File: src/rtl/multiplier_fu_if.sv
// Issue/CDB bundle between the multiply reservation table, the multiply unit
// and the CDB arbiter. The issuing side is the master; the unit is the slave.
interface multiplier_fu_if #(
    parameter int DATA_WIDTH   = 32,
    parameter int ROB_ID_WIDTH = 3,
    parameter int PREG_WIDTH   = 6
);
    logic                    start_calculate;
    logic [2:0]              funct3;
    logic [ROB_ID_WIDTH-1:0] rob_id_in;
    logic [PREG_WIDTH-1:0]   rd_s_in;
    logic [DATA_WIDTH-1:0]   rs1_v;
    logic [DATA_WIDTH-1:0]   rs2_v;
    logic                    fu_ready;
    logic                    ready_for_writeback;
    logic [ROB_ID_WIDTH-1:0] cdb_rob_id;
    logic [PREG_WIDTH-1:0]   cdb_rd_s;
    logic [DATA_WIDTH-1:0]   cdb_rd_v;
    logic                    cdb_ack;

    modport master (
        output start_calculate, funct3, rob_id_in, rd_s_in, rs1_v, rs2_v, cdb_ack,
        input  fu_ready, ready_for_writeback, cdb_rob_id, cdb_rd_s, cdb_rd_v
    );

    modport slave (
        input  start_calculate, funct3, rob_id_in, rd_s_in, rs1_v, rs2_v, cdb_ack,
        output fu_ready, ready_for_writeback, cdb_rob_id, cdb_rd_s, cdb_rd_v
    );
endinterface

File: src/rtl/multiplier_fu.sv
// RV32M multiply functional unit: radix-2 shift-add over 32 cycles on operand
// magnitudes, sign fix-up at the end, result held on the CDB lane until acked.
module multiplier_fu #(
    parameter int DATA_WIDTH   = 32,
    parameter int ROB_ID_WIDTH = 3,
    parameter int PREG_WIDTH   = 6
) (
    input logic            clk,
    input logic            rst,
    multiplier_fu_if.slave mul
);
    localparam int CNT_W = $clog2(DATA_WIDTH);

    typedef enum logic [1:0] {
        IDLE = 2'd0,
        CALC = 2'd1,
        DONE = 2'd2
    } state_t;

    state_t                    state;
    state_t                    state_next;

    logic [1:0]                op;
    logic                      neg;
    logic [DATA_WIDTH-1:0]     mcand;
    logic [DATA_WIDTH-1:0]     mplier;
    logic [2*DATA_WIDTH-1:0]   acc;
    logic [CNT_W-1:0]          count;

    logic [ROB_ID_WIDTH-1:0]   rob_id_q;
    logic [PREG_WIDTH-1:0]     rd_s_q;
    logic [DATA_WIDTH-1:0]     rd_v_q;

    logic                      ready;
    logic                      issue;
    logic                      last_iter;
    logic                      sign1;
    logic                      sign2;
    logic [DATA_WIDTH:0]       hi_sum;
    logic [2*DATA_WIDTH-1:0]   acc_step;
    logic [DATA_WIDTH-1:0]     mplier_step;

    // Unsigned magnitude of a possibly signed operand. The most negative value
    // maps onto itself, which is the correct unsigned magnitude.
    function automatic logic [DATA_WIDTH-1:0] magnitude(
        input logic [DATA_WIDTH-1:0] x,
        input logic                  is_neg
    );
        logic signed [DATA_WIDTH-1:0] sx;
        sx = $signed(x);
        if (is_neg) begin
            sx = -sx;
        end
        return $unsigned(sx);
    endfunction

    // Apply the product sign and pick the low or high word by operation.
    function automatic logic [DATA_WIDTH-1:0] select_result(
        input logic [2*DATA_WIDTH-1:0] prod_mag,
        input logic                    prod_neg,
        input logic [1:0]              sel_op
    );
        logic signed [2*DATA_WIDTH-1:0] prod;
        prod = $signed(prod_mag);
        if (prod_neg) begin
            prod = -prod;
        end
        if (sel_op == 2'b00) begin
            return prod[DATA_WIDTH-1:0];
        end
        return prod[2*DATA_WIDTH-1:DATA_WIDTH];
    endfunction

    assign ready     = (state == IDLE) && !rst;
    assign issue     = mul.start_calculate && ready;
    assign last_iter = (state == CALC) && (count == CNT_W'(DATA_WIDTH - 1));

    // rs1 is signed for MULH and MULHSU, rs2 only for MULH.
    assign sign1 = mul.rs1_v[DATA_WIDTH-1] && (mul.funct3[1:0] == 2'b01 || mul.funct3[1:0] == 2'b10);
    assign sign2 = mul.rs2_v[DATA_WIDTH-1] && (mul.funct3[1:0] == 2'b01);

    // One shift-add iteration: add the multiplicand into the high half when the
    // current multiplier bit is set, then shift the whole accumulator right.
    always_comb begin
        hi_sum      = {1'b0, acc[2*DATA_WIDTH-1:DATA_WIDTH]} + (mplier[0] ? {1'b0, mcand} : '0);
        acc_step    = {hi_sum, acc[DATA_WIDTH-1:1]};
        mplier_step = mplier >> 1;
    end

    // State register.
    always_ff @(posedge clk) begin
        if (rst) begin
            state <= IDLE;
        end else begin
            state <= state_next;
        end
    end

    // Next-state logic: issue starts a calculation, the 32nd iteration finishes
    // it, and only an ack in DONE releases the lane.
    always_comb begin
        state_next = state;
        case (state)
            IDLE:    if (issue)       state_next = CALC;
            CALC:    if (last_iter)   state_next = DONE;
            DONE:    if (mul.cdb_ack) state_next = IDLE;
            default: state_next = IDLE;
        endcase
    end

    // Operand capture at issue, iteration in CALC, result load on the last step.
    always_ff @(posedge clk) begin
        if (rst) begin
            op       <= '0;
            neg      <= 1'b0;
            mcand    <= '0;
            mplier   <= '0;
            acc      <= '0;
            count    <= '0;
            rob_id_q <= '0;
            rd_s_q   <= '0;
            rd_v_q   <= '0;
        end else if (issue) begin
            op       <= mul.funct3[1:0];
            neg      <= sign1 ^ sign2;
            mcand    <= magnitude(mul.rs1_v, sign1);
            mplier   <= magnitude(mul.rs2_v, sign2);
            acc      <= '0;
            count    <= '0;
            rob_id_q <= mul.rob_id_in;
            rd_s_q   <= mul.rd_s_in;
        end else if (state == CALC) begin
            acc    <= acc_step;
            mplier <= mplier_step;
            if (!last_iter) begin
                count <= count + 1'b1;
            end
            if (last_iter) begin
                rd_v_q <= select_result(acc_step, neg, op);
            end
        end
    end

    assign mul.fu_ready            = ready;
    assign mul.ready_for_writeback = (state == DONE);
    assign mul.cdb_rob_id          = rob_id_q;
    assign mul.cdb_rd_s            = rd_s_q;
    assign mul.cdb_rd_v            = rd_v_q;
endmodule

File: src/flat_wrapper.sv
// flat-port wrapper written by rule: the top's interface ports become plain ports
module multiplier_fu_flat 
#(
    parameter int DATA_WIDTH   = 32,
    parameter int ROB_ID_WIDTH = 3,
    parameter int PREG_WIDTH   = 6
)
  (clk, rst, mul_start_calculate, mul_funct3, mul_rob_id_in, mul_rd_s_in, mul_rs1_v, mul_rs2_v, mul_cdb_ack, mul_fu_ready, mul_ready_for_writeback, mul_cdb_rob_id, mul_cdb_rd_s, mul_cdb_rd_v);
  multiplier_fu_if #(.DATA_WIDTH(DATA_WIDTH), .ROB_ID_WIDTH(ROB_ID_WIDTH), .PREG_WIDTH(PREG_WIDTH)) mul_i ();
  input logic clk;
  input logic rst;
  input wire logic [$bits(mul_i.start_calculate)-1:0] mul_start_calculate;
  input wire logic [$bits(mul_i.funct3)-1:0] mul_funct3;
  input wire logic [$bits(mul_i.rob_id_in)-1:0] mul_rob_id_in;
  input wire logic [$bits(mul_i.rd_s_in)-1:0] mul_rd_s_in;
  input wire logic [$bits(mul_i.rs1_v)-1:0] mul_rs1_v;
  input wire logic [$bits(mul_i.rs2_v)-1:0] mul_rs2_v;
  input wire logic [$bits(mul_i.cdb_ack)-1:0] mul_cdb_ack;
  output wire logic [$bits(mul_i.fu_ready)-1:0] mul_fu_ready;
  output wire logic [$bits(mul_i.ready_for_writeback)-1:0] mul_ready_for_writeback;
  output wire logic [$bits(mul_i.cdb_rob_id)-1:0] mul_cdb_rob_id;
  output wire logic [$bits(mul_i.cdb_rd_s)-1:0] mul_cdb_rd_s;
  output wire logic [$bits(mul_i.cdb_rd_v)-1:0] mul_cdb_rd_v;
  assign mul_i.start_calculate = mul_start_calculate;
  assign mul_i.funct3 = mul_funct3;
  assign mul_i.rob_id_in = mul_rob_id_in;
  assign mul_i.rd_s_in = mul_rd_s_in;
  assign mul_i.rs1_v = mul_rs1_v;
  assign mul_i.rs2_v = mul_rs2_v;
  assign mul_i.cdb_ack = mul_cdb_ack;
  assign mul_fu_ready = mul_i.fu_ready;
  assign mul_ready_for_writeback = mul_i.ready_for_writeback;
  assign mul_cdb_rob_id = mul_i.cdb_rob_id;
  assign mul_cdb_rd_s = mul_i.cdb_rd_s;
  assign mul_cdb_rd_v = mul_i.cdb_rd_v;
  multiplier_fu #(.DATA_WIDTH(DATA_WIDTH), .ROB_ID_WIDTH(ROB_ID_WIDTH), .PREG_WIDTH(PREG_WIDTH)) u_core (.clk(clk), .rst(rst), .mul(mul_i));
endmodule
File: config.mk
export PLATFORM = sky130hd
export DESIGN_NAME = multiplier_fu_flat
export DESIGN_NICKNAME = d
export VERILOG_FILES = /design/src/rtl/multiplier_fu_if.sv /design/src/rtl/multiplier_fu.sv /design/src/flat_wrapper.sv
export SDC_FILE = /design/constraint.sdc
export NUM_CORES = 1
export LEC_CHECK = 0
export BUFFER_PORTS_ARGS = -buffer_cell sky130_fd_sc_hd__buf_2
export CAP_MARGIN = 30
export CORE_MARGIN = 2
export CORE_UTILIZATION = 35
export CTS_CLUSTER_DIAMETER = 200
export DETAILED_ROUTE_END_ITERATION = 12
export PLACE_DENSITY = 0.53
export SKIP_LAST_GASP = 1
export SLEW_MARGIN = 15
export SYNTH_ARGS = -nofsm -noshare
export SYNTH_HDL_FRONTEND = slang
export SYNTH_SLANG_ARGS = --single-unit
File: constraint.sdc
create_clock -name clk -period 11.4 [get_ports clk]
set_input_delay 2.28 -clock clk [delete_from_list [all_inputs] [get_ports clk]]
set_output_delay 2.28 -clock clk [all_outputs]
set_load 0.01 [all_outputs]
* Yosys cells after proc, flatten, opt, wreduce, memory -nomap -nowiden
Index checks and enable logic that the tools add are counted.
** Operators by class
- $add $sub $neg :: 5
- Equality and inequality tests :: 8
- Multiplexer cells :: 17
- Bitwise gates (word level) :: 3
- Reductions and logical operators :: 14
** Operator list (number)
- $mux W32 :: 7
- $mux W64 :: 1
- $neg A32 Y32 :: 2
- $neg A64 Y64 :: 1
- $add A32 B33 Y33 :: 1
- $mux W2 :: 3
- $pmux W2 S3 :: 1
- $reduce_and A3 Y1 :: 2
- $add A5 B1 Y5 const B :: 1
- $eq A5 B5 Y1 const B :: 1
- $logic_and A1 B1 Y1 :: 5
- $mux W1 :: 5
- $eq A2 B1 Y1 const B :: 2
- $eq A2 B2 Y1 const B :: 2
- $logic_not A2 Y1 :: 2
- $ne A2 B1 Y1 const B :: 2
- $ne A2 B2 Y1 const B :: 1
- $not A1 Y1 :: 2
- $reduce_and A2 Y1 :: 1
- $reduce_bool A2 Y1 :: 1
- $reduce_or A2 Y1 :: 1
- $logic_not A1 Y1 :: 1
- $logic_or A1 B1 Y1 :: 1
- $xor A1 B1 Y1 :: 1
** Storage, ports and cells
- Flip-flop bits (word level) :: 179
- Output and inout port bits :: 43
- Word-level logic and storage cells :: 57

* Logic depth before layout (Yosys ltp)
Gate-level depths: netlist of run 1.
- Depth in word-level cells :: 7
- Depth in mapped cells :: 15

* Worst setup path before layout of run 1
No wires, ideal clock.
- Kind :: input to output
- Start :: input rst
- End :: output mul_fu_ready
- Data arrival time :: 2.617 ns
- Path slack :: 6.503 ns
- Stages :: 1
- Cells stage by stage :: nor3_1
** Between the ends
- Word-level cells in the longest chain between the ends :: 2
** Ends and longest elaborated chain
- from (decl) :: RTL line flat_wrapper.sv:11 : input logic rst;
- $logic_not A1 Y1 :: RTL line multiplier_fu.sv:74 : assign ready = (state == IDLE) && !rst;
- $logic_and A1 B1 Y1 :: RTL line multiplier_fu.sv:74
- to (decl) :: RTL line flat_wrapper.sv:19 : output wire logic [$bits(mul_i.fu_ready)-1:0] mul_fu_ready;
No other way between the ends.

* Final worst setup path of run 1
- Start :: register u_core.mplier[0]
- End :: register u_core.rd_v_q[28], in the netlist u_core.mul.cdb_rd_v[28]
** Between the ends
- Word-level cells in the longest chain between the ends :: 5
** Ends and longest elaborated chain
- from (decl) :: RTL line multiplier_fu.sv:26 : logic [DATA_WIDTH-1:0] mplier;
- from (signal assigned) :: RTL line multiplier_fu.sv:127 : mplier <= magnitude(mul.rs2_v, sign2);
- from (signal assigned) :: RTL line multiplier_fu.sv:134 : mplier <= mplier_step;
- $mux W32 * :: RTL line multiplier_fu.sv:85 : hi_sum = {1'b0, acc[2*DATA_WIDTH-1:DATA_WIDTH]} + (mplier[0] ? {1'b0, mcand} : '0);
- $add A32 B33 Y33 * :: RTL line multiplier_fu.sv:85
- $neg A64 Y64 :: RTL line multiplier_fu.sv:66 : prod = -prod;
- $mux W64 * :: RTL line multiplier_fu.sv:65 : if (prod_neg) begin
- $mux W32 * :: RTL line multiplier_fu.sv:71 : return prod[2*DATA_WIDTH-1:DATA_WIDTH];
- to (signal assigned) :: RTL line multiplier_fu.sv:139 : rd_v_q <= select_result(acc_step, neg, op);
- to (decl) :: RTL line multiplier_fu.sv:32 : logic [DATA_WIDTH-1:0] rd_v_q;
Every way passes the cells marked *; elsewhere a longest branch is shown, timed or not.
A chain may end at the register's enable or synchronous reset.

==> results.cfg, run 1 <==
[worst_setup_path]
crit_required_ns = 11.75
r2r_start = u_core.mplier[0]
path_max_fanout = 33
worst-r2r-setup-slack_ns = 5.95
crit_type = flop to flop
cp-end-kind = flop
rr_worst_depth = 13
cp.arrival_ns = 5.79
r2r_end = u_core.mul.cdb_rd_v[28]
startpoint_type = flop
crit_end = u_core.mul.cdb_rd_v[28]
cp-startpoint = u_core.mplier[0]

[clock_tree]
cts_htree_levels = 4
postCtsSetupBuffers = 0
cts_sinks = 178
clockRootBuffer = clkbuf_16
cts_tree = done
clockBufferDepth = 2
clk_latency_ns = 0.45
clkSlewWorstSetupHoldPaths_ns = 0.08
hold_buffers = 0
cts-resized-gates = 0
cts_buffers = 17

[routing]
drt_pass1_iterations = 5
drt_iter0_markers = 717
num_vias = 12000
drc = 0
wl_per_cell_microns = 17.12
antenna_left = 0
wl_microns = 36790
vias_per_cell = 5.582

[placed_design]
portBuffers = 121
placed_cells = 2115
placed_area_sq_um = 12890
place.gp.congestion = 0.8642
dp_hpwl_microns = 26430

[synth]
synth-async-reset-ratio_pct = 0
synth_top_cell_by_area = dfxtp_1
syn-cell-area_sq_um = 11930
synth.distinct_cells = 82
ys.flop_type = dfxtp_1
ys_warn_count = 0
synth_fp_nets = 1756
synthCells = 1637
ys_ff_latch = 178
avgSynthCellArea_sq_um = 7.289
synth_area_leaders = dfxtp_1 30%, nand2_1 9.4%, a21oi_1 6.7%
synth_top_area_share_pct = 29.86
synth_edf_count = 0
yosysSeqAreaShare_pct = 29.86

[floorplan]
die_w_microns = 188.6
die_area_sq_um = 35590
core_sq_um = 33530
ios = 123
num_rows = 67
start_util_pct = 35.59
die_y_microns = 188.6

[sta]
hold_slack_ns = 0.4498
slew_viol_final = 0
setup_viol = 0
tns_ns = 0
slew_headroom_pct = 34.15
min_period_ns = 5.446
rsz0062_at_grt = no
timing.fmax_mhz = 183.6
hold_viol = 0
tightestPinTransition_ns = 0.9848
finalCritPeriodShare_pct = 47.77
finClkSkew_ns = 0.01136

[final_layout]
seqCellArea_sq_um = 3563
drive_gt1_share_pct = 11.76
multi_input_area_sq_um = 7918
syn_to_final_growth_pct = 13.57
num-nets-final = 1807
n_antenna_cell = 0
fillCellCount = 3579
fin_cells = 2149
fin_area_sq_um = 13550
mostFrequentLayoutCell = nand2_1
most-common-layout-cells = 298 x nand2_1, 178 x dfxtp_1, 160 x a21oi_1

[global_routing]
overflow = 0
grt_pass1_vias = 11150
grt_pass1_wl_microns = 59720
antenna_found_initial = 0
track_usage_pct = 20.61
grt_max_degree = 117

[pwr]
finalPower_w = 0.001531
p_leak_nw = 5.270
power_density_nw_per_um2 = 113.0
peakVddDrop_uv = 110.9

[hold_path]
min_from = u_core.mul.cdb_rd_v[18]
hold_class = flop to flop

[run_status]
status = complete, no violations

[job]
drv_cap = 0
[per-layer routing]
layer,track usage (%),up-vias,routed length (microns)
met5,0,-,0
met3,3.502,36,1706
met1,28.18,5677,17800
met2,33.51,270,16680
met4,5.409,0,611
li1,-,6012,-
[worst max-delay path, stage by stage, from the launching register on]
cell      delay [ns]
dfxtp_1         0.30
buf_4           0.21
and2_1          0.21
ha_1            0.23
fa_1            0.43
a21o_1          0.21
a221oi_1        0.62
o31ai_1         0.37
xnor2_1         0.63
o221ai_1        0.45
nor4_2          0.78
nand4_1         0.29
o41a_1          0.38
a32o_1          0.25
[flip-flops by register name (all words and copies together), names as in the netlist]
| register | flops |
|---|---|
| u_core.mul.cdb_rd_s | 6 |
| u_core.count | 5 |
| u_core.acc | 63 |
| u_core.state | 2 |
| u_core.mul.cdb_rob_id | 3 |
| u_core.neg | 1 |
| u_core.mul.cdb_rd_v | 32 |
| u_core.mcand | 32 |
| u_core.op | 2 |
| u_core.mplier | 32 |
[cells by family (layout without fill, tap and decap cells)]
family	count (synthesis)	count (layout)	synth area share (%)
muxes	7	7	0.7130
DFF	178	178	29.86
buffers and inverters	128	192	4.100
xor gates and xnor gates	105	105	7.707
adders and majority gates	39	39	4.152
and+or+nand+nor	716	716	28.67
AOI/OAI and AO/OA	464	464	24.80
[stage by stage]
| stage | worst slack (ns) | utilization (%) |
|---|---|---|
| after CTS | 5.971 | 40.31 |
| after global placement | 5.991 | 38.27 |
| after detailed placement | 5.919 | 38.44 |
| after global routing | 5.443 | 40.41 |
| final | 5.954 | 40.41 |
| after floorplan | 6.503 | - |
[final cells by class]
type,count,area share (%)
clock buffers,18,3.241
multi-input cells,1331,58.43
repair buffers,139,5.927
inverters,21,0.5817
clock inverters,14,1.394
well taps,448,4.136
flip-flops and latches,178,26.30
[worst min-delay path by stage]
stage                     cells past startpoint                 endpoint  slack [ns]
after floorplan                               2         u_core.mcand[31]        0.44
final                                         2  u_core.mul.cdb_rd_v[18]        0.45
after CTS                                     2  u_core.mul.cdb_rd_v[18]        0.45
after detailed placement                      2  u_core.mul.cdb_rd_v[18]        0.44
after global placement                        2  u_core.mul.cdb_rd_v[18]        0.44
after global routing                          2  u_core.mul.cdb_rd_v[17]        0.47
[Yosys cell counts, drive strengths merged (20+ instances only)]
master and instances:
nand2 299, dfxtp 178, a21oi 161, nor2 146
o21ai 100, clkbuf 96, xnor2 59, and2 47
nand3b 46, xor2 46, nor3 45, ha 38
a311oi 36, nor4 24, nand3 23, or3 22
inv 21, o31ai 20
[power by group]
group / switching, W / total (W) / internal (W) / leakage [nW]
Clock: 0.000306 / 0.000630 / 0.000325 / 0.306
Sequential: 0.0000129 / 0.000658 / 0.000645 / 1.45
Combinational: 0.000156 / 0.000242 / 0.0000859 / 3.52
No activity file was read; power rests on OpenSTA's default activity.
==> inputs of run 2 (changes only) <==
--- a/config.mk
+++ b/config.mk
@@ -11,7 +11,7 @@
 export CORE_UTILIZATION = 35
 export CTS_CLUSTER_DIAMETER = 200
 export DETAILED_ROUTE_END_ITERATION = 12
-export PLACE_DENSITY = 0.53
+export PLACE_DENSITY = 0.55
 export SKIP_LAST_GASP = 1
 export SLEW_MARGIN = 15
 export SYNTH_ARGS = -nofsm -noshare
==> constraint.sdc (replaced) <==
create_clock -name clk -period 4.6 [get_ports clk]
set_input_delay 0.92 -clock clk [delete_from_list [all_inputs] [get_ports clk]]
set_output_delay 0.92 -clock clk [all_outputs]
set_load 0.01 [all_outputs]
==> results.cfg, run 2 (synthesis results as in run 1) <==
[run_status]
status = complete, no violations

[sta]
slew_viol_final = 0
hold_viol = 0
timing.fmax_mhz = 231.3
finalCritPeriodShare_pct = 93.98
tightestPinTransition_ns = 0.9114
min_period_ns = 4.323
hold_slack_ns = 0.4496
finClkSkew_ns = 0.01449
setup_viol = 0
rsz0062_at_grt = yes
slew_headroom_pct = 39.24

[worst_setup_path]
critPathMaxStageDelay_ns = 0.59
path_max_fanout = 10
crit_type = flop to flop
cp.arrival_ns = 4.71
crit_required_ns = 4.99
path_cells = and2_1 -> ha_1 -> fa_1 -> or4_1 -> or4_4 -> a211oi_2 -> o211ai_2 -> or3_4 -> nor4_2 -> o22ai_1 -> a2111o_1 -> a21oi_2
slowest_stage = or4_1
startpoint_type = flop
cp-end-kind = flop

[pwr]
power_frac_seq_pct = 44.2
p_comb_share_pct = 16.5
switching_share_pct = 30.96
p_leak_nw = 5.324
power_density_nw_per_um2 = 271.0
p_sw_w = 0.001144
internal_power_w = 0.002551
p_clk_share_pct = 39.2
peakVddDrop_uv = 268.0

[final_layout]
syn_to_final_growth_pct = 14.25
most-common-layout-cells = 298 x nand2_1, 178 x dfxtp_1, 160 x a21oi_1
fin_util_pct = 40.66
largest_reg_flops = 63
drive_gt1_share_pct = 13.12
mostFrequentLayoutCell = nand2_1
top_register = u_core.acc
num-nets-final = 1828
n_antenna_cell = 0

[floorplan]
ios = 123
die_w_microns = 188.6
die_area_sq_um = 35590
core_sq_um = 33530
die_y_microns = 188.6
num_rows = 67
start_util_pct = 35.59

[clock_tree]
clk_latency_ns = 0.46
cts_tree = done
clkSlewWorstSetupHoldPaths_ns = 0.08
postCtsSetupBuffers = 0
cts_htree_levels = 4
cts_sinks = 178
clockBufferDepth = 2
cts_buffers = 17
clockRootBuffer = clkbuf_16
hold_buffers = 0

[routing]
wl_microns = 36700
drt_iter0_markers = 714
num_vias = 11940
drt_pass1_iterations = 5
vias_per_cell = 5.502
antenna_left = 0
drc = 0
wl_per_cell_microns = 16.91

[global_routing]
track_usage_pct = 21.06
antenna_found_initial = 0
grt_pass1_wl_microns = 60860
grt_max_degree = 99
grt_pass1_vias = 11490
overflow = 0

[hold_path]
hold_class = flop to flop

[placed_design]
place.gp.congestion = 0.8836
dp_hpwl_microns = 27310
portBuffers = 121

[job]
drv_cap = 0
## run 2: changes by cell type in the layout (fill, tap and decap cells not counted), sizes merged
cell / before / now
inv: 28 / 27
buf: 139 / 160
clkinv: 6 / 5
bufinv: 1 / 0
clkinvlp: 0 / 3
## run 2: cell type report
cell class	instances	area (sq um)
fillers	3566	19900
flip-flops and latches	178	3563
clock inverters	14	138.9
clock buffers	18	439.2
repair buffers	160	898.4
multi-input cells	1331	7954
well taps	448	560.5
inverters	21	78.83
## run 2: metal layers
layer | wire (microns) | GRT usage, % | up-vias | share of wire (%)
li1 | - | - | 6045 | -
met1 | 17460 | 27.94 | 5585 | 48
met2 | 16790 | 34.57 | 276 | 46
met3 | 1828 | 4.470 | 33 | 5.0
met4 | 612 | 5.679 | 0 | 1.7
met5 | 0 | 0 | - | 0
## run 2: final timing paths
kind | startpoint | endpoint | slack [ns] | cells after the start
hold reg to reg | u_core.mul.cdb_rd_v[15] | u_core.mul.cdb_rd_v[15] | 0.45 | 2
setup / recovery | u_core.mplier[0] | u_core.mul.cdb_rd_v[19] | 0.28 | 12
setup reg to reg | u_core.mplier[0] | u_core.mul.cdb_rd_v[19] | 0.28 | 12
hold / removal | u_core.mul.cdb_rd_v[15] | u_core.mul.cdb_rd_v[15] | 0.45 | 2
## run 2: power by group through the flow
| stage | Clock, W | Sequential [W] | Combinational (W) |
|---|---|---|---|
| 3_5_place_dp | 0 | 0.00167 | 0.000604 |
| 4_1_cts | 0.00150 | 0.00163 | 0.000606 |
| 6_report | 0.00145 | 0.00163 | 0.000611 |
| 5_1_grt | 0.00156 | 0.00164 | 0.000681 |
| 2_1_floorplan | 0 | 0.00166 | 0.000404 |
| 3_3_place_gp | 0 | 0.00167 | 0.000600 |
## run 2: critical path, delay by kind of cell (launching register included)
kind | cells | cell delay [ns]
flip-flops | 1 | 0.45
AO/OA/AOI/OAI | 5 | 1.16
adder cells (fa/ha/maj) | 2 | 0.67
AND/OR/NAND/NOR | 5 | 1.98
## run 2: timing repair
action,4_1_cts,5_1_grt
hold endpoints to repair,0,0
resized for setup,0,8
endpoints found under the setup margin,0,13
## run 2: stage by stage
stage	TNS (ns)	std cells	setup slack, ns	power (W)	cell area, sq um
final	0	2170	0.2767	0.003695	13630
after detailed placement	0	2137	0.1899	0.002274	13010
after global routing	-0.05701	2170	-0.05701	0.003880	13630
after global placement	0	2137	0.2611	0.002269	13010
after CTS	0	2169	0.1504	0.003739	13590
after floorplan	0	1637	0.4363	0.002064	11930
==> inputs of run 3 (changes only) <==
--- a/config.mk
+++ b/config.mk
@@ -9,9 +9,8 @@
 export CAP_MARGIN = 30
 export CORE_MARGIN = 2
 export CORE_UTILIZATION = 35
-export CTS_CLUSTER_DIAMETER = 200
 export DETAILED_ROUTE_END_ITERATION = 12
-export PLACE_DENSITY = 0.55
+export PLACE_DENSITY_LB_ADDON = 0.25
 export SKIP_LAST_GASP = 1
 export SLEW_MARGIN = 15
 export SYNTH_ARGS = -nofsm -noshare
==> results.cfg, run 3 (synthesis results as in run 1) <==
[final_layout]
mostFrequentLayoutCell = nand2_1
fin_util_pct = 40.82
largest_reg_flops = 63
most-common-layout-cells = 298 x nand2_1, 178 x dfxtp_1, 160 x a21oi_1
n_antenna_cell = 0
syn_to_final_growth_pct = 14.71
num-nets-final = 1827
drive_gt1_share_pct = 13.13
fillCellCount = 3551
top_register = u_core.acc
multi_input_area_sq_um = 7965
seqCellArea_sq_um = 3563

[pwr]
p_leak_nw = 5.350
power_density_nw_per_um2 = 272.5
peakVddDrop_uv = 273.1
finalPower_w = 0.003730

[clock_tree]
cts_sinks = 178
clkSlewWorstSetupHoldPaths_ns = 0.08
hold_buffers = 0
postCtsSetupBuffers = 0
clockRootBuffer = clkbuf_16
cts_htree_levels = 4
clk_latency_ns = 0.46
cts-resized-gates = 0
cts_buffers = 17
cts_tree = done
clockBufferDepth = 2

[global_routing]
grt_pass1_wl_microns = 58450
track_usage_pct = 20.16
overflow = 0
grt_max_degree = 97
grt_pass1_vias = 11010
antenna_found_initial = 0

[sta]
finalCritPeriodShare_pct = 95.65
rsz0062_at_grt = yes
hold_viol = 0
timing.fmax_mhz = 227.3
finClkSkew_ns = 0.01921
slew_viol_final = 0
slew_headroom_pct = 37.61
hold_slack_ns = 0.4521
min_period_ns = 4.400
tightestPinTransition_ns = 0.9295
fin_ws_ns = 0.2002
setup_viol = 0

[floorplan]
core_sq_um = 33530
num_rows = 67
ios = 123
die_w_microns = 188.6
die_y_microns = 188.6
start_util_pct = 35.59
die_area_sq_um = 35590

[worst_setup_path]
crit_required_ns = 4.99
path_max_fanout = 10
startpoint_type = flop
cp.arrival_ns = 4.79
crit_type = flop to flop
cp-end-kind = flop
slowest_stage = or4_1
path_cells = and2_1 -> ha_1 -> fa_1 -> or4_1 -> or4_4 -> a211oi_2 -> o211ai_2 -> or3_4 -> nor4_2 -> o22ai_1 -> a2111o_1 -> a21oi_2
critPathMaxStageDelay_ns = 0.57

[job]
drv_cap = 0

[routing]
vias_per_cell = 5.559
drc = 0
wl_per_cell_microns = 16.82
drt_pass1_iterations = 5
wl_microns = 36490
antenna_left = 0
drt_iter0_markers = 742
num_vias = 12060

[placed_design]
portBuffers = 121
place.gp.congestion = 0.8818
dp_hpwl_microns = 26680
place_ws_ns = 0.1793

[run_status]
status = complete, no violations

[hold_path]
hold_class = flop to flop
-- run 3: path summary, 6_finish.rpt --
| check | start | endpoint | slack (ns) | cells past startpoint |
|---|---|---|---|---|
| worst min-delay path | u_core.mul.cdb_rd_v[8] | u_core.mul.cdb_rd_v[8] | 0.45 | 2 |
| worst min register to register | u_core.mul.cdb_rd_v[8] | u_core.mul.cdb_rd_v[8] | 0.45 | 2 |
| worst max-delay path | u_core.mplier[0] | u_core.mul.cdb_rd_v[19] | 0.20 | 12 |
| worst max register to register | u_core.mplier[0] | u_core.mul.cdb_rd_v[19] | 0.20 | 12 |
-- run 3: power by group --
part	internal, W	switching [W]	total [W]
sequential	0.00160	0.0000346	0.00163
clock	0.000732	0.000747	0.00148
combinational	0.000224	0.000394	0.000618
-- run 3: through the flow --
stage                     instance area (sq um)   TNS (ns)  std cells
after global routing                      13690  -0.002931       2169
final                                     13690          0       2169
after detailed placement                  13040          0       2135
after floorplan                           11930          0       1637
after global placement                    12990          0       2133
after CTS                                 13620          0       2167
-- run 3: critical path, delay by kind of cell, from the launching register on --
kind / cells / cell delay (ns)
AOI/OAI and AO/OA: 5 / 1.16
DFF: 1 / 0.46
adders and majority gates: 2 / 0.73
and+or+nand+nor: 5 / 1.98
-- run 3: layer usage --
layer,vias up,part of all wire [%],global-route usage (%)
met3,44,5.0,3.613
li1,6035,-,-
met5,-,0,0
met2,319,46,32.83
met1,5660,47,27.19
met4,0,2.0,5.829
-- run 3: final cells by class --
class / instances / area share [%]
multi-input cells: 1331 / 58.19
flip-flops and latches: 178 / 26.03
inverters: 21 / 0.5759
well taps: 448 / 4.095
clock buffers: 18 / 3.135
repair buffers: 159 / 6.837
clock inverters: 14 / 1.133
